**config.mk**
```make
export PLATFORM = sky130hd
export DESIGN_NAME = wb_free_arbiter
export DESIGN_NICKNAME = d
export VERILOG_FILES = /design/src/rtl/wb_free_arbiter.sv
export SDC_FILE = /design/constraint.sdc
export NUM_CORES = 1
export LEC_CHECK = 0
export ABC_AREA = 1
export BUFFER_PORTS_ARGS = -buffer_cell sky130_fd_sc_hd__buf_2
export CAP_MARGIN = 20
export CORE_MARGIN = 2
export CORE_UTILIZATION = 47
export DETAILED_ROUTE_END_ITERATION = 16
export GPL_ROUTABILITY_DRIVEN = 0
export PLACE_DENSITY = 0.69
export SETUP_SLACK_MARGIN = 0.4
export SYNTH_ARGS = -nofsm -noshare
export SYNTH_HDL_FRONTEND = slang
export SYNTH_SLANG_ARGS = --single-unit
```
**constraint.sdc**
```tcl
create_clock -name clock -period 2.6 [get_ports clock]
set_input_delay 0.52 -clock clock [delete_from_list [all_inputs] [get_ports clock]]
set_output_delay 0.52 -clock clock [all_outputs]
set_load 0.1 [all_outputs]
```
**src/rtl/wb_free_arbiter.sv**
```systemverilog
// Writeback free-request arbiter: four per-source FIFOs drained onto two
// busy-table free ports by a round-robin arbiter, flushed on ROB rollback.
module wb_free_arbiter #(
    parameter int         PREG_W             = 6,
    parameter int         FIFO_DEPTH         = 2,
    parameter logic [1:0] ROB_STATE_ROLLBACK = 2'd1
) (
    input  logic                                 clock,
    input  logic                                 reset_n,
    input  logic [3:0]                           src_valid,
    input  logic [4*PREG_W-1:0]                  src_prd,
    output logic [3:0]                           src_ready,
    input  logic [1:0]                           rob_state,
    output logic                                 free0_en,
    output logic [PREG_W-1:0]                    free0_rd,
    output logic                                 free1_en,
    output logic [PREG_W-1:0]                    free1_rd,
    output logic [$clog2(4*FIFO_DEPTH+1)-1:0]    pending_cnt
);

    localparam int PTR_W  = $clog2(FIFO_DEPTH);
    localparam int CNT_W  = $clog2(FIFO_DEPTH + 1);
    localparam int PEND_W = $clog2(4*FIFO_DEPTH + 1);
    localparam logic [CNT_W-1:0] FULL = CNT_W'(FIFO_DEPTH);

    logic [PREG_W-1:0] mem    [4][FIFO_DEPTH];
    logic [PTR_W-1:0]  rd_ptr [4];
    logic [PTR_W-1:0]  wr_ptr [4];
    logic [CNT_W-1:0]  count  [4];
    logic [1:0]        rr_ptr;

    logic       rollback;
    logic [3:0] nonempty;
    logic [3:0] push;
    logic [3:0] pop;
    logic       g0_v;
    logic       g1_v;
    logic [1:0] g0_idx;
    logic [1:0] g1_idx;
    logic [1:0] idx;

    always_comb begin
        rollback = (rob_state == ROB_STATE_ROLLBACK);
        for (int i = 0; i < 4; i++) begin
            nonempty[i]  = (count[i] != '0);
            src_ready[i] = (count[i] != FULL) & ~rollback;
            push[i]      = src_valid[i] & src_ready[i];
        end
    end

    // Walk the four sources starting at rr_ptr; first two non-empty win.
    always_comb begin
        g0_v   = 1'b0;
        g1_v   = 1'b0;
        g0_idx = 2'd0;
        g1_idx = 2'd0;
        idx    = 2'd0;
        for (int k = 0; k < 4; k++) begin
            idx = rr_ptr + 2'(k);
            if (nonempty[idx] && !rollback) begin
                if (!g0_v) begin
                    g0_v   = 1'b1;
                    g0_idx = idx;
                end else if (!g1_v) begin
                    g1_v   = 1'b1;
                    g1_idx = idx;
                end
            end
        end
        pop = 4'b0000;
        if (g0_v) pop[g0_idx] = 1'b1;
        if (g1_v) pop[g1_idx] = 1'b1;
    end

    always_comb begin
        free0_en = g0_v;
        free1_en = g1_v;
        free0_rd = g0_v ? mem[g0_idx][rd_ptr[g0_idx]] : '0;
        free1_rd = g1_v ? mem[g1_idx][rd_ptr[g1_idx]] : '0;
        pending_cnt = '0;
        for (int i = 0; i < 4; i++) begin
            pending_cnt = pending_cnt + PEND_W'(count[i]);
        end
    end

    always_ff @(posedge clock or negedge reset_n) begin
        if (!reset_n) begin
            for (int i = 0; i < 4; i++) begin
                rd_ptr[i] <= '0;
                wr_ptr[i] <= '0;
                count[i]  <= '0;
            end
            rr_ptr <= 2'd0;
        end else if (rollback) begin
            for (int i = 0; i < 4; i++) begin
                rd_ptr[i] <= '0;
                wr_ptr[i] <= '0;
                count[i]  <= '0;
            end
            rr_ptr <= 2'd0;
        end else begin
            for (int i = 0; i < 4; i++) begin
                if (push[i]) wr_ptr[i] <= wr_ptr[i] + PTR_W'(1);
                if (pop[i])  rd_ptr[i] <= rd_ptr[i] + PTR_W'(1);
                case ({push[i], pop[i]})
                    2'b10:   count[i] <= count[i] + CNT_W'(1);
                    2'b01:   count[i] <= count[i] - CNT_W'(1);
                    default: count[i] <= count[i];
                endcase
            end
            if (g1_v) begin
                rr_ptr <= g1_idx + 2'd1;
            end else if (g0_v) begin
                rr_ptr <= g0_idx + 2'd1;
            end
        end
    end

    // Payload storage needs no reset; occupancy alone defines validity.
    always_ff @(posedge clock) begin
        for (int i = 0; i < 4; i++) begin
            if (push[i]) mem[i][wr_ptr[i]] <= src_prd[i*PREG_W +: PREG_W];
        end
    end

    always_ff @(posedge clock) begin
        if (reset_n) begin
            for (int i = 0; i < 4; i++) begin
                assert (!(push[i] && count[i] == FULL));
                assert (!(pop[i] && count[i] == '0));
            end
            assert (free0_en || !free1_en);
        end
    end

endmodule

```
==> results.toml, run 1 <==
[timing]
slew_violations = 0
hold_violations = 0
max_freq_mhz = 280
fin_skew_ns = 0.0123
post-route-period-util = 1.37
tns_ns = -13.59
finalSetupViolCount = 25
layout_min_cycle_time_ns = 3.57
rsz0062_at_grt = "yes"
tightestPinTransition_ns = 0.446
setup_ws_ns = -0.969
relSlewSlack = 0.703

[setup_path]
cp-end-kind = "output port"
cp_data_required_time_ns = 2.08
worst-r2r-setup-slack_ns = -0.15
critPathKind = "reg2out"
crit_arrival_ns = 3.05
cp-start-kind = "flop"
cp_max_fo = 7

[layout]
multi_input_area_um2 = 2900
fill_cells = 431
final_layout_size_suffix_gt1_frac = 0.495
antenna_cells = 0
areaGrowthSynthToFinish_pct = 69.4
regArea_um2 = 1900
fin_nets = 768
design_area_um2 = 7230

[drt]
wl_per_cell_um = 21.4
viasPerCell = 6.04
route.detailed.drc = 0
ant_nets = 0
drt_wl_total_um = 18000
dr.pass1.iters = 6
drt_iter0_markers = 637
dr_total_vias = 5092

[status]
failed_checks = "negative setup slack"
status = "finished with violations"

[synth]
yosys-top-cells-area = "edfxtp_1 34%, nand2_1 19%, dfrtp_1 11%"
synth_adder_area_share = 0.0246
synth_warnings = 0
yosysTopAreaCell = "edfxtp_1"
yosys.area_share.simple = 0.365
synth_compound_area_frac = 0.0689
syn_area_um2 = 4270
synthMuxAreaShare = 0
syn_nets = 602
synth_top_family_by_area = "simple AND/OR/NAND/NOR gates"
synth_cells = 564
netlist.area_leader.share = 0.338
yosysUniqueCellTypes = 35
ys_seq_elements = 66
ys_seq_area_frac = 0.444
syn_area_per_cell_um2 = 7.56
synthXorXnorAreaFrac = 0.0106

[global_routing]
antenna_found_initial = 0
grt_max_degree = 19
grt_pass1_wl_um = 23500
grt_pass1_vias = 4764
grt_usage = 0.305
grt-ovfl-total = 0

[floorplanning]
start_util = 0.487
dieArea_um2 = 9850
die-width_um = 99.3
core_um2 = 8760
rows = 34
die_y_um = 99.3
num_io_pins = 54

[job]
cap_violations = 0

[clock_network]
numCtsBuffers = 9
cts.sinks = 66
hold_buffers = 0
path_clk_slew_ns = 0.08
htree_num_levels = 3
cts_tree = "yes"
clock_path_buffers = 2
clk_latency_ns = 0.36
cts_root_buf = "clkbuf_8"

[placed_design]
port_buffers = 53
postPlaceCellArea_um2 = 5580
dp_hpwl_um = 8910

[worst_hold_path]
hp-class = "in2async"
-- per-stage QoR --
| stage | util | cells | hold WS (ns) | worst slack [ns] |
|---|---|---|---|---|
| final | 0.825 | 843 | 0.0957 | -0.969 |
| after global routing | 0.825 | 843 | 0.125 | -1.08 |
| after CTS | 0.751 | 822 | 0.112 | -0.705 |
| after detailed placement | 0.636 | 773 | 0.484 | -0.513 |
| after global placement | 0.636 | 773 | 0.484 | -0.459 |
| after floorplan | - | 564 | 0.224 | -0.367 |
-- kinds of logic (layout without fill, tap and decap cells) --
group	count (synthesis)	count (layout)
compound gates	50	50
xor+xnor	3	3
fa+ha+maj	6	6
buf+inv	84	252
flops	66	66
simple gates	355	358
-- cells in the mapped netlist --
cell type / instances
a21boi_1: 1
a21oi_1: 5
a21oi_2: 1
a21oi_4: 1
buf_2: 6
buf_4: 5
buf_6: 4
clkbuf_1: 2
clkinv_1: 1
dfrtp_1: 18
edfxtp_1: 48
fa_1: 4
ha_1: 2
inv_1: 62
inv_2: 3
inv_4: 1
nand2_1: 219
nand2_2: 9
nand2_4: 2
nand3_1: 48
nand3_2: 1
nand3_4: 2
nand3b_1: 8
nand4_1: 9
nand4_2: 1
nor2_1: 50
nor2_2: 3
nor2_4: 3
o211ai_1: 6
o21ai_0: 30
o21ai_1: 3
o21ai_2: 3
xnor2_1: 1
xor2_1: 1
xor2_4: 1
-- cell usage in the layout, fill, tap and decap left out, drive strengths merged --
| cell | n |
|---|---|
| a21boi | 1 |
| a21oi | 7 |
| buf | 166 |
| bufinv | 3 |
| clkbuf | 11 |
| clkinv | 5 |
| clkinvlp | 4 |
| dfrtp | 18 |
| edfxtp | 48 |
| fa | 4 |
| ha | 2 |
| inv | 63 |
| nand2 | 233 |
| nand3 | 51 |
| nand3b | 8 |
| nand4 | 10 |
| nor2 | 56 |
| o211ai | 6 |
| o21ai | 36 |
| xnor2 | 1 |
| xor2 | 2 |
-- per-layer routing --
| layer | global-route usage | vias up | wire length (um) |
|---|---|---|---|
| li1 | - | 2149 | - |
| met1 | 0.388 | 2367 | 6310 |
| met2 | 0.505 | 422 | 8420 |
| met3 | 0.0710 | 154 | 2150 |
| met4 | 0.121 | 0 | 1140 |
| met5 | 0 | - | 0 |
-- worst max-delay path, cell delays in order, from the launching register on --
cell and delay [ns]:
dfrtp_1 0.43, nor2_4 0.20, nand2_2 0.09, nand2_4 0.10, nand2_4 0.07, nand3_4 0.17
nand2_4 0.08, nand2_4 0.09, nand2_4 0.05, nor2_4 0.14, buf_6 0.13, nand2_8 0.08
nand2_8 0.13, buf_4 0.14, nand2_1 0.07, nand3_1 0.11, nand2_1 0.10, nand2_2 0.09
nand2_2 0.06, nor2_4 0.16, buf_12 0.19
-- registers in the layout, summed over array words and instances, names as in the netlist --
signal	cells
rd_ptr	4
mem	48
wr_ptr	4
rr_ptr	2
count	8
-- timing repair --
action,4_1_cts,5_1_grt
gates resized for setup,128,115
cloned,5,3
pin swaps,49,65
buffers inserted,28,18
setup endpoints to repair,32,32
-- worst paths after layout --
check                                 start  depth (start not counted)     endpoint
worst max-delay path               count[1]                         20  free1_rd[5]
worst min-delay path                reset_n                          1     count[1]
worst max register to register     count[1]                         21     count[6]
worst min register to register    wr_ptr[0]                          1    wr_ptr[0]
max in group asynchronous           reset_n                          1    rr_ptr[0]
min in group clock              src_prd[16]                          1   mem[2][10]
-- layout make-up --
type	count	area share
Clock buffer	9	0.0171
Clock inverter	7	0.0173
Inverter	67	0.0421
Multi-Input combinational cell	417	0.401
Sequential cell	66	0.262
Tap cell	108	0.0187
Timing Repair Buffer	168	0.239
Timing Repair inverter	1	0.00156
Power of run 1 is not shown: default switching activity piles up to over one toggle a cycle in this logic, so the estimate is an artifact.
==> inputs of run 2 (changes only) <==
Settings changed: RECOVER_POWER set to 100.
==> run 2 against run 1 <==
The run still ends with negative setup slack left; final area down 0.36%; worst hold slack better by 0.23 ns; clock skew about the same; register-to-register slack worse by 0.02 ns; first-iteration DRC count up 12%; via count up 0.14%; cell count unchanged; wire length about the same; global-route usage unchanged; clock-buffer cell count unchanged; critical path type unchanged; critical endpoint unchanged.
==> results.toml, run 2 (synthesized netlist as in run 1, its figures left out) <==
[floorplanning]
num_io_pins = 54
rows = 34
start_util = 0.487
die_y_um = 99.3
die-width_um = 99.3
core_um2 = 8760
dieArea_um2 = 9850

[clock_network]
numCtsBuffers = 9
htree_num_levels = 3
path_clk_slew_ns = 0.08
cts.sinks = 66
clock_path_buffers = 2
clk_latency_ns = 0.36
cts_root_buf = "clkbuf_8"
cts_tree = "yes"
hold_buffers = 0

[setup_path]
crit_arrival_ns = 3.08
cp_data_required_time_ns = 2.08
reg2regPathDepth = 20
critical_path_buf_inv_count = 3
slowest_stage = "dfrtp_1"
regToRegEndpoint = "count[7]"
worst-r2r-setup-slack_ns = -0.17
slowest_delay_ns = 0.43
cp-start-kind = "flop"
cp-startpoint = "count[1]"
worstReg2RegStart = "rr_ptr[0]"
critPathKind = "reg2out"
critPathTopFamily = "simple AND/OR/NAND/NOR gates"
cp-end-kind = "output port"
cp_common_cell = "nand2_4"
crit_chain = "nor2_4, nand2_2, nand2_4, nand2_4, nand3_4, nand2_4, nand2_4, nand2_4, nor2_4, buf_6, nand2_8, nand2_8, buf_4, nand2_1, nand3_1, nand2_1, nand2_2, nand2_2, nor2_4, buf_12"
cp_max_fo = 7

[timing]
hold_violations = 0
max_freq_mhz = 278
layout_min_cycle_time_ns = 3.60
rsz0062_at_grt = "yes"
fin_skew_ns = 0.0121
relSlewSlack = 0.299
slew_violations = 0
setup_ws_ns = -0.999
tightestPinTransition_ns = 1.05
post-route-period-util = 1.38
finalSetupViolCount = 25

[status]
status = "finished with violations"
failed_checks = "negative setup slack"

[layout]
areaGrowthSynthToFinish_pct = 68.8
regArea_um2 = 1900
finalNonFillerCells = 843
final_layout_size_suffix_gt1_frac = 0.475
mostFrequentLayoutCell = "nand2_1"
fill_cells = 444
layout_common_cells = "148 x nand2_1, 75 x buf_4, 54 x inv_1"
fin_nets = 768
antenna_cells = 0
multi_input_area_um2 = 2900
largest_register_ffs = 48

[global_routing]
grt-ovfl-total = 0
busiest_layer = "met2"
grt_pass1_vias = 4764
met3_usage = 0.0710
grt_usage = 0.305
met1_usage = 0.388
grtUsageMet2 = 0.505
grt_max_degree = 19
antenna_found_initial = 0
grt_pass1_wl_um = 23500

[drt]
ant_nets = 0
route.detailed.drc = 0
viasPerCell = 6.05
dr_total_vias = 5099
wl_per_cell_um = 21.4
drt_wl_total_um = 18000
dr.pass1.iters = 6
drt_iter0_markers = 712

[worst_hold_path]
hp-class = "in2async"

[placed_design]
port_buffers = 53
dp_hpwl_um = 8910
dp_cells = 773

[job]
cap_violations = 0
-- run 2: cell count changes in the layout (fill, tap and decap cells not counted) --
cell        delta
clkinvlp_4     -3
clkinvlp_2     +3
clkbuf_1      +14
buf_2         -15
buf_1          +1
-- run 2: per-stage QoR --
step	TNS, ns	worst slack, ns	instance area (um^2)	util	hold WS, ns
CTS	-9.83	-0.705	6580	0.751	0.112
detailed placement	-6.04	-0.513	5580	0.636	0.484
global route	-16.33	-1.08	7200	0.822	0.339
finish	-13.87	-0.999	7200	0.822	0.324
global placement	-5.45	-0.459	5580	0.636	0.484
floorplan	-4.33	-0.367	4490	-	0.224
-- run 2: routing by layer --
layer | up-vias | wire length [um]
met4 | 0 | 1150
li1 | 2155 | -
met3 | 152 | 2070
met1 | 2386 | 6280
met5 | - | 0
met2 | 406 | 8520
-- run 2: layout make-up --
type	instances	share of cell area
Multi-Input combinational cell	417	0.403
Timing Repair inverter	1	0.00156
Sequential cell	66	0.263
Tap cell	108	0.0188
Clock buffer	9	0.0172
Timing Repair Buffer	168	0.238
Inverter	67	0.0412
Clock inverter	7	0.0174
-- run 2: how the worst max path moves through the flow --
| stage | cells past startpoint | end | slack (ns) |
|---|---|---|---|
| after floorplan | 18 | free1_rd[1] | -0.37 |
| after global placement | 19 | free1_rd[5] | -0.46 |
| after detailed placement | 18 | free1_rd[1] | -0.51 |
| after CTS | 19 | free1_rd[1] | -0.70 |
| after global routing | 20 | free1_rd[5] | -1.08 |
| final | 20 | free1_rd[5] | -1.0 |
-- run 2: repair_timing --
action / CTS / global route
cloned: 5 / 3
endpoints found under the setup margin: 32 / 32
buffers inserted: 28 / 18
pin swaps: 49 / 65
gates resized for setup: 128 / 115
hold endpoints to repair: 0 / 0
Power of run 2 is left out for the same reason.
==> inputs of run 3 (changes only) <==
Settings changed: BUFFER_PORTS_ARGS -buffer_cell sky130_fd_sc_hd__buf_2 to not set, DONT_BUFFER_PORTS set to 1, PLACE_DENSITY 0.69 to not set.
==> run 3 against run 2 <==
The flow still finishes with violations (negative setup slack); via count down 15%; global-route usage down 4.6 points; worst hold slack worse by 0.066 ns; wire length down 25%; final area down 9.6%; clock-buffer cell count unchanged; flip-flop and latch count unchanged; sequential share of layout area up 2.9 points; critical path type unchanged; critical endpoint is now free0_rd[3]; largest cell class unchanged; highest routed layer unchanged.
==> results.toml, run 3 (synthesized netlist as in run 1, its figures left out) <==
[layout]
fill_cells = 602
final_layout_size_suffix_gt1_frac = 0.421
antenna_cells = 0
fin_util = 0.742
layout_common_cells = "161 x nand2_1, 58 x buf_4, 54 x inv_1"
mostFrequentLayoutCell = "nand2_1"
fin_nets = 698
areaGrowthSynthToFinish_pct = 52.5
largest_register_ffs = 48

[setup_path]
regToRegEndpoint = "count[4]"
cp_data_required_time_ns = 2.08
cp-start-kind = "flop"
worst-r2r-setup-slack_ns = -0.01
cp_max_fo = 7
worstReg2RegStart = "rr_ptr[0]"
slowest_delay_ns = 0.45
critPathKind = "reg2out"
cp-end-kind = "output port"
crit_arrival_ns = 2.86
reg2regPathDepth = 16
slowest_stage = "dfrtp_2"
cp_common_cell = "nand2_1"
crit_chain = "buf_12, nand2_1, nand2_4, nand2_2, inv_2, nor2_4, nand4_1, buf_4, a21oi_4, nand2_4, inv_4, nand2_1, nand2_1, nor2_1, nor2_2, nor2_4, buf_12"

[drt]
viasPerCell = 5.63
route.detailed.drc = 0
wl_per_cell_um = 17.5
ant_nets = 0
drt_iter0_markers = 344
dr.pass1.iters = 8
dr_total_vias = 4352
drt_wl_total_um = 13500

[global_routing]
grt_max_degree = 24
grt-ovfl-total = 0
grt_usage = 0.259
grt_pass1_vias = 3954
antenna_found_initial = 0
grt_pass1_wl_um = 19800

[clock_network]
cts_tree = "yes"
clk_latency_ns = 0.35
path_clk_slew_ns = 0.08
numCtsBuffers = 9
clock_path_buffers = 2
cts_root_buf = "clkbuf_8"
htree_num_levels = 3
cts.sinks = 66

[worst_hold_path]
hp-class = "in2reg"
hold_depth = 0
worstHoldStart = "src_prd[22]"
min_to = "mem[3][4]"

[placed_design]
dp_slack_ns = -0.511
dp_hpwl_um = 8510
port_buffers = 0

[floorplanning]
core_um2 = 8760
die_y_um = 99.3
num_io_pins = 54
die-width_um = 99.3
rows = 34
dieArea_um2 = 9850
start_util = 0.487

[timing]
max_freq_mhz = 295
tightestPinTransition_ns = 0.897
slew_violations = 0
rsz0062_at_grt = "yes"
post-route-period-util = 1.30
relSlewSlack = 0.400
hold_violations = 0
finalSetupViolCount = 18
layout_min_cycle_time_ns = 3.38
fin_skew_ns = 0.00878
whs_ns = 0.258
tns_ns = -10.82
setup_ws_ns = -0.785

[status]
failed_checks = "negative setup slack"
status = "finished with violations"

[job]
cap_violations = 0
## run 3: cell count changes in the layout (fill, tap and decap cells not counted), sizes merged
cell,delta
nand3,+1
buf,-58
clkbuf,-13
clkinvlp,+1
dlygate4sd3,+1
clkinv,-2
## run 3: cell type report
cell class | count | area (um^2) | share of cell area
multi-input combinational | 418 | 2790 | 0.429
sequential | 66 | 1900 | 0.292
clock buffer | 9 | 124 | 0.0190
tap | 108 | 135 | 0.0208
inverter | 67 | 289 | 0.0444
timing repair buffer | 98 | 1140 | 0.176
clock inverter | 7 | 124 | 0.0190
## run 3: repair_timing
action,4_1_cts,5_1_grt
hold buffers,1,0
hold endpoints to repair,18,0
resized for setup,112,85
setup endpoints to repair,32,35
gates cloned,4,5
pin swaps,21,26
setup buffers,10,16
## run 3: worst max-delay path: cells and delay by family (launching register included)
family | cells | cell delay (ns)
and+or+nand+nor | 11 | 1.17
AOI/OAI and AO/OA | 1 | 0.22
DFF | 1 | 0.45
buffers and inverters | 5 | 0.66
## run 3: metrics by stage
stage | instances | area [um^2]
2_1_floorplan | 564 | 4490
3_3_place_gp | 721 | 5210
3_5_place_dp | 721 | 5210
4_1_cts | 752 | 5960
5_1_grt | 773 | 6500
6_report | 773 | 6500
## run 3: per-layer routing
layer | share of wire | wire, um | global-route usage | vias to the layer above
li1 | - | - | - | 2019
met1 | 0.41 | 5490 | 0.367 | 2051
met2 | 0.47 | 6370 | 0.399 | 241
met3 | 0.093 | 1260 | 0.0618 | 41
met4 | 0.030 | 401 | 0.0717 | 0
met5 | 0 | 0 | 0 | -
## run 3: how the worst max path moves through the flow
stage | endpoint | startpoint | slack, ns
6_report | free0_rd[3] | rr_ptr[0] | -0.78
5_1_grt | free0_rd[1] | rr_ptr[0] | -0.93
4_1_cts | pending_cnt[2] | count[5] | -0.65
3_5_place_dp | free0_rd[4] | rr_ptr[0] | -0.51
3_3_place_gp | free0_rd[4] | count[1] | -0.43
2_1_floorplan | free1_rd[1] | rob_state[0] | -0.37
Power of run 3 is left out for the same reason.
